<file path="src/rtl/opacc_pkg.sv">
// Shared types and defaults for the opacc tile sequencer.
package opacc_pkg;

    localparam int OPACC_ML = 4;
    localparam int OPACC_KW = 16;

    typedef enum logic [1:0] {
        IDLE = 2'd0,
        SWAP = 2'd1,
        MAC  = 2'd2
    } opacc_seq_st_t;

endpackage

</file>
<file path="src/rtl/opacc_seq_if.sv">
// Handshake bundle between MPU issue logic, the opacc array and the sequencer.
//
// Handshake rule for every valid/ready pair on this bundle (cmd, c, ab, o):
// a transfer happens in exactly the cycle where valid and ready are both high
// at the rising clock edge. valid never waits for ready. Once raised, a
// producer holds valid and its payload until the transfer happens.
interface opacc_seq_if
    import opacc_pkg::*;
#(
    parameter int KW = OPACC_KW
) ();

    logic          cmd_valid;
    logic          cmd_ready;
    logic [KW-1:0] cmd_k;
    logic          cmd_first;
    logic          cmd_flush;

    logic          c_valid;
    logic          c_ready;
    logic          c_zero;

    logic          ab_valid;
    logic          ab_ready;

    logic          en_c;
    logic          en_ab;

    logic          o_valid;
    logic          o_last;
    logic          o_ready;

    logic          tile_done;
    logic          busy;
    opacc_seq_st_t state_dbg;

    // Sequencer side.
    modport slave (
        input  cmd_valid, cmd_k, cmd_first, cmd_flush, c_valid, ab_valid, o_ready,
        output cmd_ready, c_ready, c_zero, ab_ready, en_c, en_ab,
        output o_valid, o_last, tile_done, busy, state_dbg
    );

    // Issue logic / stream sources / result sink side.
    modport master (
        output cmd_valid, cmd_k, cmd_first, cmd_flush, c_valid, ab_valid, o_ready,
        input  cmd_ready, c_ready, c_zero, ab_ready, en_c, en_ab,
        input  o_valid, o_last, tile_done, busy, state_dbg
    );

endinterface

</file>
<file path="src/rtl/opacc_seq.sv">
// Tile sequencer for the opacc outer-product accumulator: a SWAP phase that
// shifts ML C rows in (popping the previous results out), then K MAC steps.
module opacc_seq
    import opacc_pkg::*;
#(
    parameter int ML = OPACC_ML,
    parameter int KW = OPACC_KW
) (
    input  logic       clk,
    input  logic       rst,
    opacc_seq_if.slave bus
);

    localparam int RW = (ML > 1) ? $clog2(ML) : 1;
    localparam logic [RW-1:0] ROW_LAST = RW'(ML - 1);

    opacc_seq_st_t state_q, state_d;
    logic [RW-1:0] row_cnt_q, row_cnt_d;
    logic [KW-1:0] k_q, k_d;
    logic          first_q, first_d;
    logic          flush_q, flush_d;
    logic          o_valid_q, o_valid_d;
    logic          o_last_q, o_last_d;
    logic          done_q, done_d;
    logic          c_zero_q, c_zero_d;

    logic          slot_free;
    logic          cmd_ready_c, c_ready_c, ab_ready_c, en_c_c, en_ab_c;
    logic          row_last;

    // Next-state, strobes and stream readiness for the IDLE/SWAP/MAC sequence.
    always_comb begin
        state_d     = state_q;
        row_cnt_d   = row_cnt_q;
        k_d         = k_q;
        first_d     = first_q;
        flush_d     = flush_q;
        done_d      = 1'b0;
        cmd_ready_c = 1'b0;
        c_ready_c   = 1'b0;
        ab_ready_c  = 1'b0;
        en_c_c      = 1'b0;
        en_ab_c     = 1'b0;
        // A new row may only be popped when the output slot is empty or draining now.
        slot_free   = !o_valid_q || bus.o_ready;
        row_last    = (row_cnt_q == ROW_LAST);
        case (state_q)
            IDLE: begin
                cmd_ready_c = 1'b1;
                if (bus.cmd_valid) begin
                    k_d       = bus.cmd_k;
                    first_d   = bus.cmd_first;
                    flush_d   = bus.cmd_flush;
                    row_cnt_d = '0;
                    state_d   = SWAP;
                end
            end
            SWAP: begin
                c_ready_c = slot_free && !flush_q;
                // A flush shifts zeros in, so it needs no C stream data.
                en_c_c    = flush_q ? slot_free : (bus.c_valid && c_ready_c);
                if (en_c_c) begin
                    row_cnt_d = row_last ? '0 : row_cnt_q + RW'(1);
                    if (row_last) begin
                        if (!flush_q && (k_q != '0)) begin
                            state_d = MAC;
                        end else begin
                            state_d = IDLE;
                            done_d  = 1'b1;
                        end
                    end
                end
            end
            MAC: begin
                ab_ready_c = 1'b1;
                en_ab_c    = bus.ab_valid;
                if (en_ab_c) begin
                    if (k_q != '0) k_d = k_q - KW'(1);
                    if (k_q == KW'(1)) begin
                        state_d = IDLE;
                        done_d  = 1'b1;
                    end
                end
            end
            default: state_d = IDLE;
        endcase
    end

    // Result-row flags: a popped row is visible the cycle after en_c (opacc registers vo_c).
    always_comb begin
        o_valid_d = o_valid_q;
        o_last_d  = o_last_q;
        if (en_c_c && !first_q) begin
            o_valid_d = 1'b1;
            o_last_d  = row_last;
        end else if (bus.o_ready) begin
            o_valid_d = 1'b0;
            o_last_d  = 1'b0;
        end
        c_zero_d = (state_d == SWAP) && flush_d;
    end

    // State register; reset may arrive mid-tile and abandons the array contents.
    always_ff @(posedge clk or posedge rst) begin
        if (rst) begin
            state_q   <= IDLE;
            row_cnt_q <= '0;
            k_q       <= '0;
            first_q   <= 1'b0;
            flush_q   <= 1'b0;
            o_valid_q <= 1'b0;
            o_last_q  <= 1'b0;
            done_q    <= 1'b0;
            c_zero_q  <= 1'b0;
        end else begin
            state_q   <= state_d;
            row_cnt_q <= row_cnt_d;
            k_q       <= k_d;
            first_q   <= first_d;
            flush_q   <= flush_d;
            o_valid_q <= o_valid_d;
            o_last_q  <= o_last_d;
            done_q    <= done_d;
            c_zero_q  <= c_zero_d;
        end
    end

    assign bus.cmd_ready = cmd_ready_c;
    assign bus.c_ready   = c_ready_c;
    assign bus.ab_ready  = ab_ready_c;
    assign bus.en_c      = en_c_c;
    assign bus.en_ab     = en_ab_c;
    assign bus.c_zero    = c_zero_q;
    assign bus.o_valid   = o_valid_q;
    assign bus.o_last    = o_valid_q && o_last_q;
    assign bus.tile_done = done_q;
    assign bus.busy      = (state_q != IDLE) || o_valid_q;
    assign bus.state_dbg = state_q;

endmodule

</file>
<file path="src/flat_wrapper.sv">
// flat-port wrapper written by rule: the top's interface ports become plain ports
module opacc_seq_flat import opacc_pkg::*;
#(
    parameter int ML = OPACC_ML,
    parameter int KW = OPACC_KW
)
  (clk, rst, bus_cmd_valid, bus_cmd_k, bus_cmd_first, bus_cmd_flush, bus_c_valid, bus_ab_valid, bus_o_ready, bus_cmd_ready, bus_c_ready, bus_c_zero, bus_ab_ready, bus_en_c, bus_en_ab, bus_o_valid, bus_o_last, bus_tile_done, bus_busy, bus_state_dbg);
  opacc_seq_if #(.KW(KW)) bus_i ();
  input  logic clk;
  input  logic rst;
  input wire logic [$bits(bus_i.cmd_valid)-1:0] bus_cmd_valid;
  input wire logic [$bits(bus_i.cmd_k)-1:0] bus_cmd_k;
  input wire logic [$bits(bus_i.cmd_first)-1:0] bus_cmd_first;
  input wire logic [$bits(bus_i.cmd_flush)-1:0] bus_cmd_flush;
  input wire logic [$bits(bus_i.c_valid)-1:0] bus_c_valid;
  input wire logic [$bits(bus_i.ab_valid)-1:0] bus_ab_valid;
  input wire logic [$bits(bus_i.o_ready)-1:0] bus_o_ready;
  output wire logic [$bits(bus_i.cmd_ready)-1:0] bus_cmd_ready;
  output wire logic [$bits(bus_i.c_ready)-1:0] bus_c_ready;
  output wire logic [$bits(bus_i.c_zero)-1:0] bus_c_zero;
  output wire logic [$bits(bus_i.ab_ready)-1:0] bus_ab_ready;
  output wire logic [$bits(bus_i.en_c)-1:0] bus_en_c;
  output wire logic [$bits(bus_i.en_ab)-1:0] bus_en_ab;
  output wire logic [$bits(bus_i.o_valid)-1:0] bus_o_valid;
  output wire logic [$bits(bus_i.o_last)-1:0] bus_o_last;
  output wire logic [$bits(bus_i.tile_done)-1:0] bus_tile_done;
  output wire logic [$bits(bus_i.busy)-1:0] bus_busy;
  output wire logic [$bits(bus_i.state_dbg)-1:0] bus_state_dbg;
  assign bus_i.cmd_valid = bus_cmd_valid;
  assign bus_i.cmd_k = bus_cmd_k;
  assign bus_i.cmd_first = bus_cmd_first;
  assign bus_i.cmd_flush = bus_cmd_flush;
  assign bus_i.c_valid = bus_c_valid;
  assign bus_i.ab_valid = bus_ab_valid;
  assign bus_i.o_ready = bus_o_ready;
  assign bus_cmd_ready = bus_i.cmd_ready;
  assign bus_c_ready = bus_i.c_ready;
  assign bus_c_zero = bus_i.c_zero;
  assign bus_ab_ready = bus_i.ab_ready;
  assign bus_en_c = bus_i.en_c;
  assign bus_en_ab = bus_i.en_ab;
  assign bus_o_valid = bus_i.o_valid;
  assign bus_o_last = bus_i.o_last;
  assign bus_tile_done = bus_i.tile_done;
  assign bus_busy = bus_i.busy;
  assign bus_state_dbg = bus_i.state_dbg;
  opacc_seq #(.ML(ML), .KW(KW)) u_core (.clk(clk), .rst(rst), .bus(bus_i));
endmodule
</file>
<file path="config.mk">
export PLATFORM = sky130hd
export DESIGN_NAME = opacc_seq_flat
export DESIGN_NICKNAME = d
export VERILOG_FILES = /design/src/rtl/opacc_pkg.sv /design/src/rtl/opacc_seq_if.sv /design/src/rtl/opacc_seq.sv /design/src/flat_wrapper.sv
export SDC_FILE = /design/constraint.sdc
export NUM_CORES = 1
export LEC_CHECK = 0
export CAP_MARGIN = 15
export CORE_ASPECT_RATIO = 0.5
export CORE_MARGIN = 2
export CORE_UTILIZATION = 35
export CTS_BUF_LIST = sky130_fd_sc_hd__clkbuf_8
export DETAILED_ROUTE_END_ITERATION = 6
export PLACE_DENSITY_LB_ADDON = 0.25
export SLEW_MARGIN = 40
export SYNTH_ARGS = -nofsm -noshare
export SYNTH_HDL_FRONTEND = slang
export SYNTH_SLANG_ARGS = --single-unit
export TNS_END_PERCENT = 1
</file>
<file path="constraint.sdc">
create_clock -name clk -period 5.9 [get_ports clk]
set_clock_uncertainty 0.05 [all_clocks]
set_input_delay 1.18 -clock clk [delete_from_list [all_inputs] [get_ports clk]]
set_output_delay 1.18 -clock clk [all_outputs]
set_load 0.05 [all_outputs]
</file>
After elaboration in Yosys (flattened, before gate mapping). Index checks and enable logic that the tools add are counted. Widths: inputs -> output; s select.

Register bits: 26. Bits of input ports: 24. Output and inout bits: 12. Word-level logic and storage cells: 72.

Add/sub/neg operators: 2. Eq/ne operators: 9. Multiplexer cells: 32. Reduce and logical (&&, ||, !) cells: 20.

Operators with widths (count): $mux 16 (3); $pmux 16 s2 (1); $mux 2 (9); $eq 16x1->1 const B (1); $mux 1 (16); $reduce_bool 16->1 (1); $sub 16x1->16 const B (1); $reduce_bool 2->1 (4); $logic_and 1x1->1 (6); $pmux 2 s3 (1); $eq 2x1->1 const B (2); $eq 2x2->1 const B (2); $ne 2x1->1 const B (2); $ne 2x2->1 const B (2); $pmux 2 s2 (1); $reduce_and 4->1 (1); $logic_not 1->1 (3); $reduce_and 3->1 (1); $add 2x1->2 const B (1); $logic_not 2->1 (1); $logic_or 1x1->1 (2); $pmux 1 s2 (1); $reduce_and 2->1 (1).

Logic depth before layout (Yosys ltp). Gate-level depths: netlist of the first run.

Depth in word-level cells: 9. Gate-level depth with buffers: 10. Mapped depth without buffers: 7.

Worst setup path before layout of the first run. OpenSTA, ideal clock, no wires.

Path kind: in2out. Start point: in bus_o_ready. End point: out bus_c_ready. Arrival time: 1897 ps. Data required time: 4670 ps. Path slack: 2773 ps. Stages on the path: 2. Path buffers: 0. Cell sequence: nor2b_1 > nor2_1.

Word-level cells in the longest chain between the ends: 3.

Ends and longest elaborated chain: from (decl) (RTL line flat_wrapper.sv:17) `input wire logic [$bits(bus_i.o_ready)-1:0] bus_o_ready;`; $logic_or 1x1->1 (RTL line opacc_seq.sv:45) `slot_free = !o_valid_q || bus.o_ready;`; $logic_and 1x1->1 (RTL line opacc_seq.sv:59) `c_ready_c = slot_free && !flush_q;`; $mux 1 (RTL line opacc_seq.sv:47) `case (state_q)`; to (decl) (RTL line flat_wrapper.sv:19) `output wire logic [$bits(bus_i.c_ready)-1:0] bus_c_ready;`.

Every way passes these cells.

Worst setup path after layout of the first run.
Start point: in bus_o_ready. End point: out bus_en_c.

Word-level cells in the longest chain between the ends: 5.

Ends and longest elaborated chain: $logic_or 1x1->1 (*) (RTL line opacc_seq.sv:45); $logic_and 1x1->1 (RTL line opacc_seq.sv:59); $logic_and 1x1->1 (RTL line opacc_seq.sv:61) `en_c_c = flush_q ? slot_free : (bus.c_valid && c_ready_c);`; $mux 1 (*) (RTL line opacc_seq.sv:61); $mux 1 (*) (RTL line opacc_seq.sv:47); to (decl) (RTL line flat_wrapper.sv:22) `output wire logic [$bits(bus_i.en_c)-1:0] bus_en_c;`.

Mark *: on every way between the ends. The rest lies on a longest branch, timed or not.

==> results by group, run 1 <==
Run status
  – Status: finished clean

Placement
  – Place WS: 1.67 ns
  – DP HPWL: 3470 µm
  – GP Congestion: 0.869
  – PortBufs: 35

Clocking
  – Root buffer cell: clkbuf_8
  – Resized cells post-CTS: 0
  – Clk buf depth: 2
  – CTS H-tree depth: 1
  – Clk sinks: 26
  – CTS tree: yes
  – Hold Buf Count CTS: 0
  – Clk slew on worst S/H paths: 0.09 ns
  – Worst-Skew Late Latency: 0.28 ns
  – Post CTS Setup Buffer Count: 0
  – Num CTS Buffers: 3

Critical path
  – CP Class: input pin to output port
  – Critical Path RT: 4.67 ns
  – Startpoint Class: input pin
  – Critical path peak fanout: 4
  – Worst setup EP type: output port
  – Crit path DAT: 3.02 ns
  – R2R setup slack: 2.88 ns

Timing
  – FMAX: 0.236 GHz
  – Period utilisation layout: 72.0%
  – RSZ-0062 raised after global routing: false
  – Slew @ Worst Pin: 0.753 ns
  – Final Hold Viols: 0
  – Worst slew margin: 49.8%
  – Min setup slack post-route: 1.65 ns
  – Slew Viols, Final: 0
  – TNS Setup: 0 ns
  – Minimum clock period: 4.25 ns
  – Setup violations, final: 0

Synthesis
  – Avg Cell Area, Syn: 8.78 µm²
  – EDFF count, synth: 0
  – Synthesized cell area: 1760 µm²
  – Top cells by area, synth: dfrtp_1 37%, ha_1 5.7%, nor2_1 4.7%, o21ai_0 4.3%, nand2_1 3.0%
  – Cell taking the most area after synthesis: dfrtp_1
  – Top-count cell post-synth: dfrtp_1
  – Dominant synthesized flop cell: dfrtp_1
  – Synth warn: 0
  – Synth cell count leaders: 26 x dfrtp_1, 22 x nor2_1, 15 x o21ai_0
  – Register bit total from synthesis: 26
  – Syn Inst Count: 201
  – Post-synth net total: 233
  – Share of the synthesized area in the top cell type: 36.9%
  – Seq/Total Area, Yosys: 36.9%
  – Ys async rst share: 100%
  – Yosys cell types: 49

Floorplanning
  – Number of I/O pins: 36
  – Core ar.: 4890 µm²
  – Chip width: 104 µm
  – Die area: 5660 µm²
  – Cell Rows: 18
  – Die Y: 54.2 µm
  – Initial Utilization: 36.1%

Routing
  – First-pass iteration count of the detailed router: 4
  – WL/cell: 15.8 µm
  – Final ANT Viol Nets: 0
  – Post-route DRC violation count: 0
  – Wirelength, routed: 4760 µm
  – Vias/cell: 5.58
  – Routed vias: 1679
  – Starting DRT DRC Count: 86

Power and ir drop
  – Leakage: 0.878 nW
  – PwrDens: 446 nW/µm²
  – Register share of total power: 35.8%
  – Sw frac: 47.2%
  – PnR Total Power: 985 µW
  – NetSw: 465 µW
  – IR drop worst, VDD: 0.153 mV
  – Clock share of power: 12.3%
  – Combinational share of power: 51.9%
  – Internal: 520 µW

GRT
  – Largest net degree at the start of global routing: 27
  – Global-route usage over all layers: 17.6%
  – Initial antenna violation count: 0
  – Gr ovfl total: 0
  – Vias in the first global route: 1596
  – First-pass GRT wire length: 7790 µm

Cells and area
  – Antenna Cells: 0
  – Synthesis-to-finish area growth: 25.2%
  – Layout cells sized above 1: 5.19%
  – Fin util: 45.2%
  – Fillers: 478
  – Final nets: 264

Worst hold path
  – Worst hold path class: register to register

Run
  – Number of max-cap violations: 0
## metrics by stage
stage	area, µm²	hold slack (ns)	cells
floorplan	1760	0.424	201
global placement	2150	0.462	297
detailed placement	2150	0.459	297
CTS	2210	0.485	301
global route	2210	0.510	301
finish	2210	0.484	301
## registers in the layout, summed over array words and instances, names as in the netlist
name	flops
u_core.bus.c_zero	1
u_core.bus.o_valid	1
u_core.bus.state_dbg	2
u_core.bus.tile_done	1
u_core.first_q	1
u_core.flush_q	1
u_core.k_q	16
u_core.o_last_q	1
u_core.row_cnt_q	2
## power by group through the flow
stage	clock network [mW]	logic [mW]	registers, mW
final	0.121	0.512	0.352
after detailed placement	0	0.509	0.352
after floorplan	0	0.348	0.361
after CTS	0.123	0.511	0.349
after global routing	0.129	0.556	0.366
after global placement	0	0.495	0.350
## critical path: stages
cell             delay, ns
clkdlybuf4s50_1       0.47
nor2b_1               0.08
nor2_1                0.23
nand2_1               0.16
inv_1                 0.10
clkdlybuf4s50_1       0.80
## metal layers
layer	track usage, %	part of all wire, %	vias to the layer above
met3	3.39	5.1	6
met5	0	0	-
met4	4.73	0.78	0
met2	30.9	46	58
met1	22.7	48	796
li1	-	-	819
## kinds of logic after synthesis
group	after synthesis	share of synthesized area (%)
mux	3	1.84
flops	26	36.9
buf+inv	21	5.32
fa+ha+maj	8	5.67
simple gates	79	24.6
compound gates	64	25.7
## final timing paths
check,cells after the start,from,end
worst max register to register,6,u_core.bus.state_dbg[0],u_core.k_q[9]
worst max-delay path,6,bus_o_ready,bus_en_c
min in group asynchronous,2,rst,u_core.k_q[3]
worst min register to register,1,u_core.first_q,u_core.first_q
worst min-delay path,1,u_core.first_q,u_core.first_q
max in group asynchronous,2,rst,u_core.k_q[12]
## layout make-up
type	count	area, µm²	share of cell area, %
multi-input cells	154	1020	46.2
flip-flops and latches	26	651	29.5
repair buffers	35	350	15.9
well taps	70	87.6	3.97
clock buffers	4	55.1	2.49
inverters	12	45.0	2.04
## layout by cell type (no fill, tap or decap), types with 2 or more instances in the layout
master / synthesis / layout
clkdlybuf4s50_1: 0 / 35
dfrtp_1: 26 / 26
nor2_1: 22 / 22
o21ai_0: 15 / 15
nand2_1: 14 / 14
inv_1: 12 / 11
a21oi_1: 8 / 8
ha_1: 8 / 8
nand4_1: 6 / 6
a22o_1: 6 / 6
and2_1: 5 / 5
nand2b_1: 5 / 5
nor4_1: 4 / 4
nor3_1: 4 / 4
nand3_1: 4 / 4
a22oi_1: 4 / 4
o32ai_1: 4 / 4
a31oi_1: 4 / 4
clkbuf_8: 0 / 4
nor3b_1: 3 / 3
o22ai_1: 3 / 3
o21a_1: 3 / 3
or4_1: 2 / 2
o2bb2ai_1: 2 / 2
a32o_1: 2 / 2
mux2_2: 2 / 2
a41oi_1: 2 / 2
Note: power is estimated with default switching activity, not from simulation.
==> run 2, diff against run 1 <==
- clock period: 5.9 -> 4.35 ns (I/O delays scaled with it)
==> run 2 against run 1 <==
Die area did not move. Via count rose by 2.3%. Highest routed layer unchanged. Largest power group unchanged. Sequential power rose by 36%. Critical path type unchanged.
==> results by group, run 2 (synthesis gave the netlist of run 1 again) <==
Clocking
  – CTS H-tree depth: 1 (unchanged)
  – Post CTS Setup Buffer Count: 0 (unchanged)
  – Num CTS Buffers: 3 (unchanged)
  – Hold Buf Count CTS: 0 (unchanged)
  – Root buffer cell: clkbuf_8
  – Clk buf depth: 2 (unchanged)
  – Resized cells post-CTS: 0 (unchanged)
  – Clk slew on worst S/H paths: 0.09 ns (about the same)
  – CTS tree: yes
  – Clk sinks: 26 (unchanged)
  – Worst-Skew Late Latency: 0.28 ns (about the same)

Floorplanning
  – Number of I/O pins: 36 (unchanged)
  – Core ar.: 4890 µm² (unchanged)
  – Cell Rows: 18 (unchanged)
  – Chip width: 104 µm (unchanged)
  – Die area: 5660 µm² (unchanged)
  – Die Y: 54.2 µm (unchanged)
  – Initial Utilization: 36.1% (unchanged)

GRT
  – Initial antenna violation count: 0 (unchanged)
  – Gr ovfl total: 0 (unchanged)
  – Vias in the first global route: 1701 (+6.6%)
  – First-pass GRT wire length: 8010 µm (+2.8%)
  – Largest net degree at the start of global routing: 27 (unchanged)
  – Global-route usage over all layers: 18.0% (+0.48 points)

Timing
  – FMAX: 0.278 GHz
  – RSZ-0062 raised after global routing: false
  – TNS Setup: 0 ns (unchanged)
  – Setup violations, final: 0 (unchanged)
  – Slew Viols, Final: 0 (unchanged)
  – Minimum clock period: 3.60 ns
  – Final Hold Viols: 0 (unchanged)
  – Worst slew margin: 55.3% (+5.5 points)
  – Period utilisation layout: 82.7%
  – Slew @ Worst Pin: 0.669 ns (-0.0838 ns)

Cells and area
  – Max reg flops: 16 (unchanged)
  – Fin util: 45.3% (+0.15 points)
  – Synthesis-to-finish area growth: 25.6%
  – Final nets: 265 (+0.38%)
  – Register Area: 651 µm² (unchanged)
  – Layout cells sized above 1: 5.60% (+0.41 points)
  – Area of the multi-input gates: 1020 µm² (unchanged)
  – Largest register by flop count: u_core.k_q
  – Antenna Cells: 0 (unchanged)
  – Most common cell after layout, fill and taps aside: clkdlybuf4s50_1
  – Fillers: 481 (+0.63%)
  – Most frequent cells in the layout: 35 x clkdlybuf4s50_1, 26 x dfrtp_1, 22 x nor2_1, 15 x o21ai_0, 14 x nand2_1

Placement
  – PortBufs: 35 (unchanged)
  – DP HPWL: 3400 µm (-2.0%)
  – GP Congestion: 0.875 (+0.70%)

Critical path
  – CP max stage delay: 0.80 ns (about the same)
  – Crit path max-delay cell type: clkdlybuf4s50_1
  – Crit path DAT: 2.68 ns (-0.34 ns)
  – Worst setup EP type: output port
  – Critical path buffers and inverters: 3 (unchanged)
  – Critical Path RT: 3.43 ns (-1.24 ns)
  – Startpoint Class: input pin
  – Crit-path cells: clkdlybuf4s50_1 > nor2b_1 > nor2_1 > nand2_1 > inv_1 > clkdlybuf4s50_1
  – CP Class: input pin to output port
  – Critical Path Most Common Cell: clkdlybuf4s50_1
  – Crit-path leading delay family: buffers and inverters
  – Critical path peak fanout: 4 (unchanged)

Routing
  – Wirelength, routed: 4730 µm (-0.65%)
  – WL/cell: 15.6 µm (-0.98%)
  – First-pass iteration count of the detailed router: 4 (unchanged)
  – Final ANT Viol Nets: 0 (unchanged)
  – Metal-1 WL: 2250 µm (-1.5%)
  – Met3 wire length: 315 µm (+31%)
  – Vias/cell: 5.69 (+2.0%)
  – Top Metal Used: met4
  – Starting DRT DRC Count: 199 (+130%)
  – Routed vias: 1718 (+2.3%)
  – Post-route DRC violation count: 0 (unchanged)
  – Metal2 WL: 2100 µm (-4.4%)

Worst hold path
  – Worst hold path class: register to register

Power and ir drop
  – IR drop worst, VDD: 0.271 mV (+78%)
  – Leakage: 0.883 nW (+0.62%)
  – PwrDens: 603 nW/µm² (+35%)

Run status
  – Status: finished clean

Run
  – Number of max-cap violations: 0 (unchanged)
## run 2: cell count changes in the layout (fill, tap and decap cells not counted), sizes merged
| cell | delta |
|---|---|
| buf | +1 |
## run 2: worst reg2reg max path, stage by stage, from the launching register on
cell      delay [ns]
dfrtp_1         0.43
inv_1           0.08
ha_1            0.20
buf_4           0.21
inv_1           0.48
nand3_1         0.66
nand2_4         0.38
o2bb2a_1        0.25
## run 2: path summary, 6_finish.rpt
kind,startpoint,endpoint,slack [ns],depth (start not counted)
setup / recovery,bus_o_ready,bus_en_c,0.75,6
hold / removal,u_core.o_last_q,u_core.o_last_q,0.49,2
setup reg to reg,u_core.bus.state_dbg[0],u_core.k_q[9],1.49,7
hold reg to reg,u_core.o_last_q,u_core.o_last_q,0.49,2
max in group asynchronous,rst,u_core.k_q[8],2.96,2
min in group asynchronous,rst,u_core.bus.o_valid,0.91,2
## run 2: cell type report
class                           count  area share (%)
Multi-Input combinational cell    154            46.0
Sequential cell                    26            29.4
Timing Repair Buffer               36            16.1
Tap cell                           70            3.95
Clock buffer                        4            2.48
Inverter                           12            2.03
## run 2: per-stage QoR
stage	cells	worst slack [ns]	instance area, µm²	hold slack, ns	power, mW
4_1_cts	302	0.755	2220	0.492	1.33
3_3_place_gp	298	0.816	2160	0.458	1.15
3_5_place_dp	298	0.756	2160	0.470	1.17
6_report	302	0.753	2220	0.487	1.34
5_1_grt	302	0.657	2220	0.522	1.43
2_1_floorplan	201	1.45	1760	0.424	0.962
## run 2: power breakdown
part           leakage [nW]  switching [mW]  internal (mW)
registers             0.314           0.134          0.346
clock network        0.0288          0.0806         0.0811
logic                 0.541           0.417          0.279
## run 2: metal layers
metal,global-route usage [%],up-vias
met1,23.9,811
met4,6.08,0
met3,3.63,8
met2,30.3,79
met5,0,-
li1,-,820
==> run 3, diff against run 2 <==
- clock period: 4.35 -> 3.6 ns (I/O delays scaled with it)
==> run 3 against run 2 <==
Worst hold slack lost 0.0065 ns. Critical path type unchanged. Sequential share of layout area grew 0.12 points. Largest cell class unchanged. Final cell count is the same. Sequential power grew 20%.
==> results by group, run 3 (synthesis gave the netlist of run 1 again) <==
Critical path
  – Worst setup EP type: output port
  – Crit path DAT: 2.23 ns (-0.45 ns)
  – CP Class: input pin to output port
  – Critical Path RT: 2.83 ns (-0.60 ns)
  – R2R setup slack: 1.17 ns (-0.32 ns)
  – Startpoint Class: input pin
  – Critical path peak fanout: 4 (unchanged)

Routing
  – Starting DRT DRC Count: 72 (-64%)
  – Wirelength, routed: 4520 µm (-4.4%)
  – WL/cell: 15.0 µm (-4.4%)
  – Vias/cell: 5.52 (-2.9%)
  – Post-route DRC violation count: 0 (unchanged)
  – Final ANT Viol Nets: 0 (unchanged)
  – Routed vias: 1668 (-2.9%)
  – First-pass iteration count of the detailed router: 4 (unchanged)

Floorplanning
  – Die area: 5660 µm² (unchanged)
  – Core ar.: 4890 µm² (unchanged)
  – Initial Utilization: 36.1% (unchanged)
  – Cell Rows: 18 (unchanged)
  – Number of I/O pins: 36 (unchanged)
  – Die Y: 54.2 µm (unchanged)
  – Chip width: 104 µm (unchanged)

Placement
  – Place WS: 0.591 ns (-0.165 ns)
  – DP HPWL: 3320 µm (-2.5%)
  – GP Congestion: 0.864 (-1.3%)
  – PortBufs: 35 (unchanged)

Clocking
  – Hold Buf Count CTS: 0 (unchanged)
  – Worst-Skew Late Latency: 0.27 ns (about the same)
  – Root buffer cell: clkbuf_8
  – CTS tree: yes
  – Clk buf depth: 2 (unchanged)
  – Post CTS Setup Buffer Count: 0 (unchanged)
  – CTS H-tree depth: 1 (unchanged)
  – Clk sinks: 26 (unchanged)
  – Resized cells post-CTS: 0 (unchanged)
  – Num CTS Buffers: 3 (unchanged)
  – Clk slew on worst S/H paths: 0.09 ns (about the same)

Run status
  – Status: finished clean

Power and ir drop
  – IR drop worst, VDD: 0.235 mV (-13%)
  – NetSw: 749 µW (+19%)
  – Clock share of power: 10.6% (-1.5 points)
  – Sw frac: 47.4% (+0.21 points)
  – Internal: 830 µW (+18%)
  – Leakage: 0.881 nW (-0.18%)
  – PnR Total Power: 1.58 mW (+18%)
  – PwrDens: 715 nW/µm² (+19%)
  – Combinational share of power: 52.8% (+0.8 points)
  – Register share of total power: 36.6% (+0.7 points)

Timing
  – Setup violations, final: 0 (unchanged)
  – Final Hold Viols: 0 (unchanged)
  – Period utilisation layout: 83.2%
  – Min setup slack post-route: 0.603 ns (-0.150 ns)
  – Slew @ Worst Pin: 0.677 ns (+0.00763 ns)
  – Slew Viols, Final: 0 (unchanged)
  – RSZ-0062 raised after global routing: false
  – Minimum clock period: 3.00 ns
  – Worst slew margin: 54.8% (-0.51 points)
  – TNS Setup: 0 ns (unchanged)
  – FMAX: 0.334 GHz

Cells and area
  – Most frequent cells in the layout: 34 x clkdlybuf4s50_1, 26 x dfrtp_1, 22 x nor2_1, 15 x o21ai_0, 14 x nand2_1
  – Layout cells sized above 1: 6.03% (+0.43 points)
  – Max reg flops: 16 (unchanged)
  – Synthesis-to-finish area growth: 25.1%
  – Final nets: 266 (+0.38%)
  – Antenna Cells: 0 (unchanged)
  – Most common cell after layout, fill and taps aside: clkdlybuf4s50_1
  – Largest register by flop count: u_core.k_q
  – Fillers: 482 (+0.21%)
  – Fin util: 45.2% (-0.18 points)

GRT
  – GR Util met2: 29.3% (-0.98 points)
  – Initial antenna violation count: 0 (unchanged)
  – Gr ovfl total: 0 (unchanged)
  – Met3 Usage GRT: 4.48% (+0.85 points)
  – Vias in the first global route: 1662 (-2.3%)
  – First-pass GRT wire length: 7740 µm (-3.4%)
  – Met1 GRT Util: 22.4% (-1.5 points)
  – Busiest grt layer: met2
  – Global-route usage over all layers: 17.3% (-0.71 points)
  – Largest net degree at the start of global routing: 27 (unchanged)

Worst hold path
  – Worst hold path class: register to register

Run
  – Number of max-cap violations: 0 (unchanged)
-- run 3: critical path: stages --
cell	delay (ns)
clkdlybuf4s50_1	0.52
and2_1	0.17
clkdlybuf4s50_1	0.81
-- run 3: layout make-up --
cell class | instances | area [µm²] | area share (%)
well taps | 70 | 87.6 | 3.97
repair buffers | 37 | 363 | 16.4
inverters | 12 | 45.0 | 2.04
clock buffers | 3 | 41.3 | 1.87
multi-input cells | 154 | 1020 | 46.2
flip-flops and latches | 26 | 651 | 29.5
-- run 3: path summary, 6_finish.rpt --
kind,cells after the start,to,start
min in group asynchronous,2,u_core.k_q[3],rst
max in group asynchronous,2,u_core.row_cnt_q[1],rst
min,1,u_core.first_q,u_core.first_q
min reg2reg,1,u_core.first_q,u_core.first_q
max reg2reg,8,u_core.k_q[15],u_core.bus.state_dbg[0]
max,3,bus_en_ab,bus_ab_valid
-- run 3: power by group through the flow --
stage | Combinational, mW | Sequential (mW) | Clock (mW)
2_1_floorplan | 0.570 | 0.592 | 0
3_3_place_gp | 0.819 | 0.573 | 0
3_5_place_dp | 0.833 | 0.576 | 0
4_1_cts | 0.835 | 0.572 | 0.174
5_1_grt | 0.922 | 0.603 | 0.185
6_report | 0.834 | 0.577 | 0.168
-- run 3: routing by layer --
layer	vias to the layer above	share of wire (%)
met5	-	0
met2	44	44
met4	0	1.2
met3	9	5.5
li1	822	-
met1	793	49
-- run 3: through the flow --
step	hold WS (ns)	cells	cell area (µm²)
2_1_floorplan	0.424	201	1760
3_3_place_gp	0.443	299	2170
3_5_place_dp	0.453	299	2170
4_1_cts	0.475	302	2210
5_1_grt	0.492	302	2210
6_report	0.481	302	2210
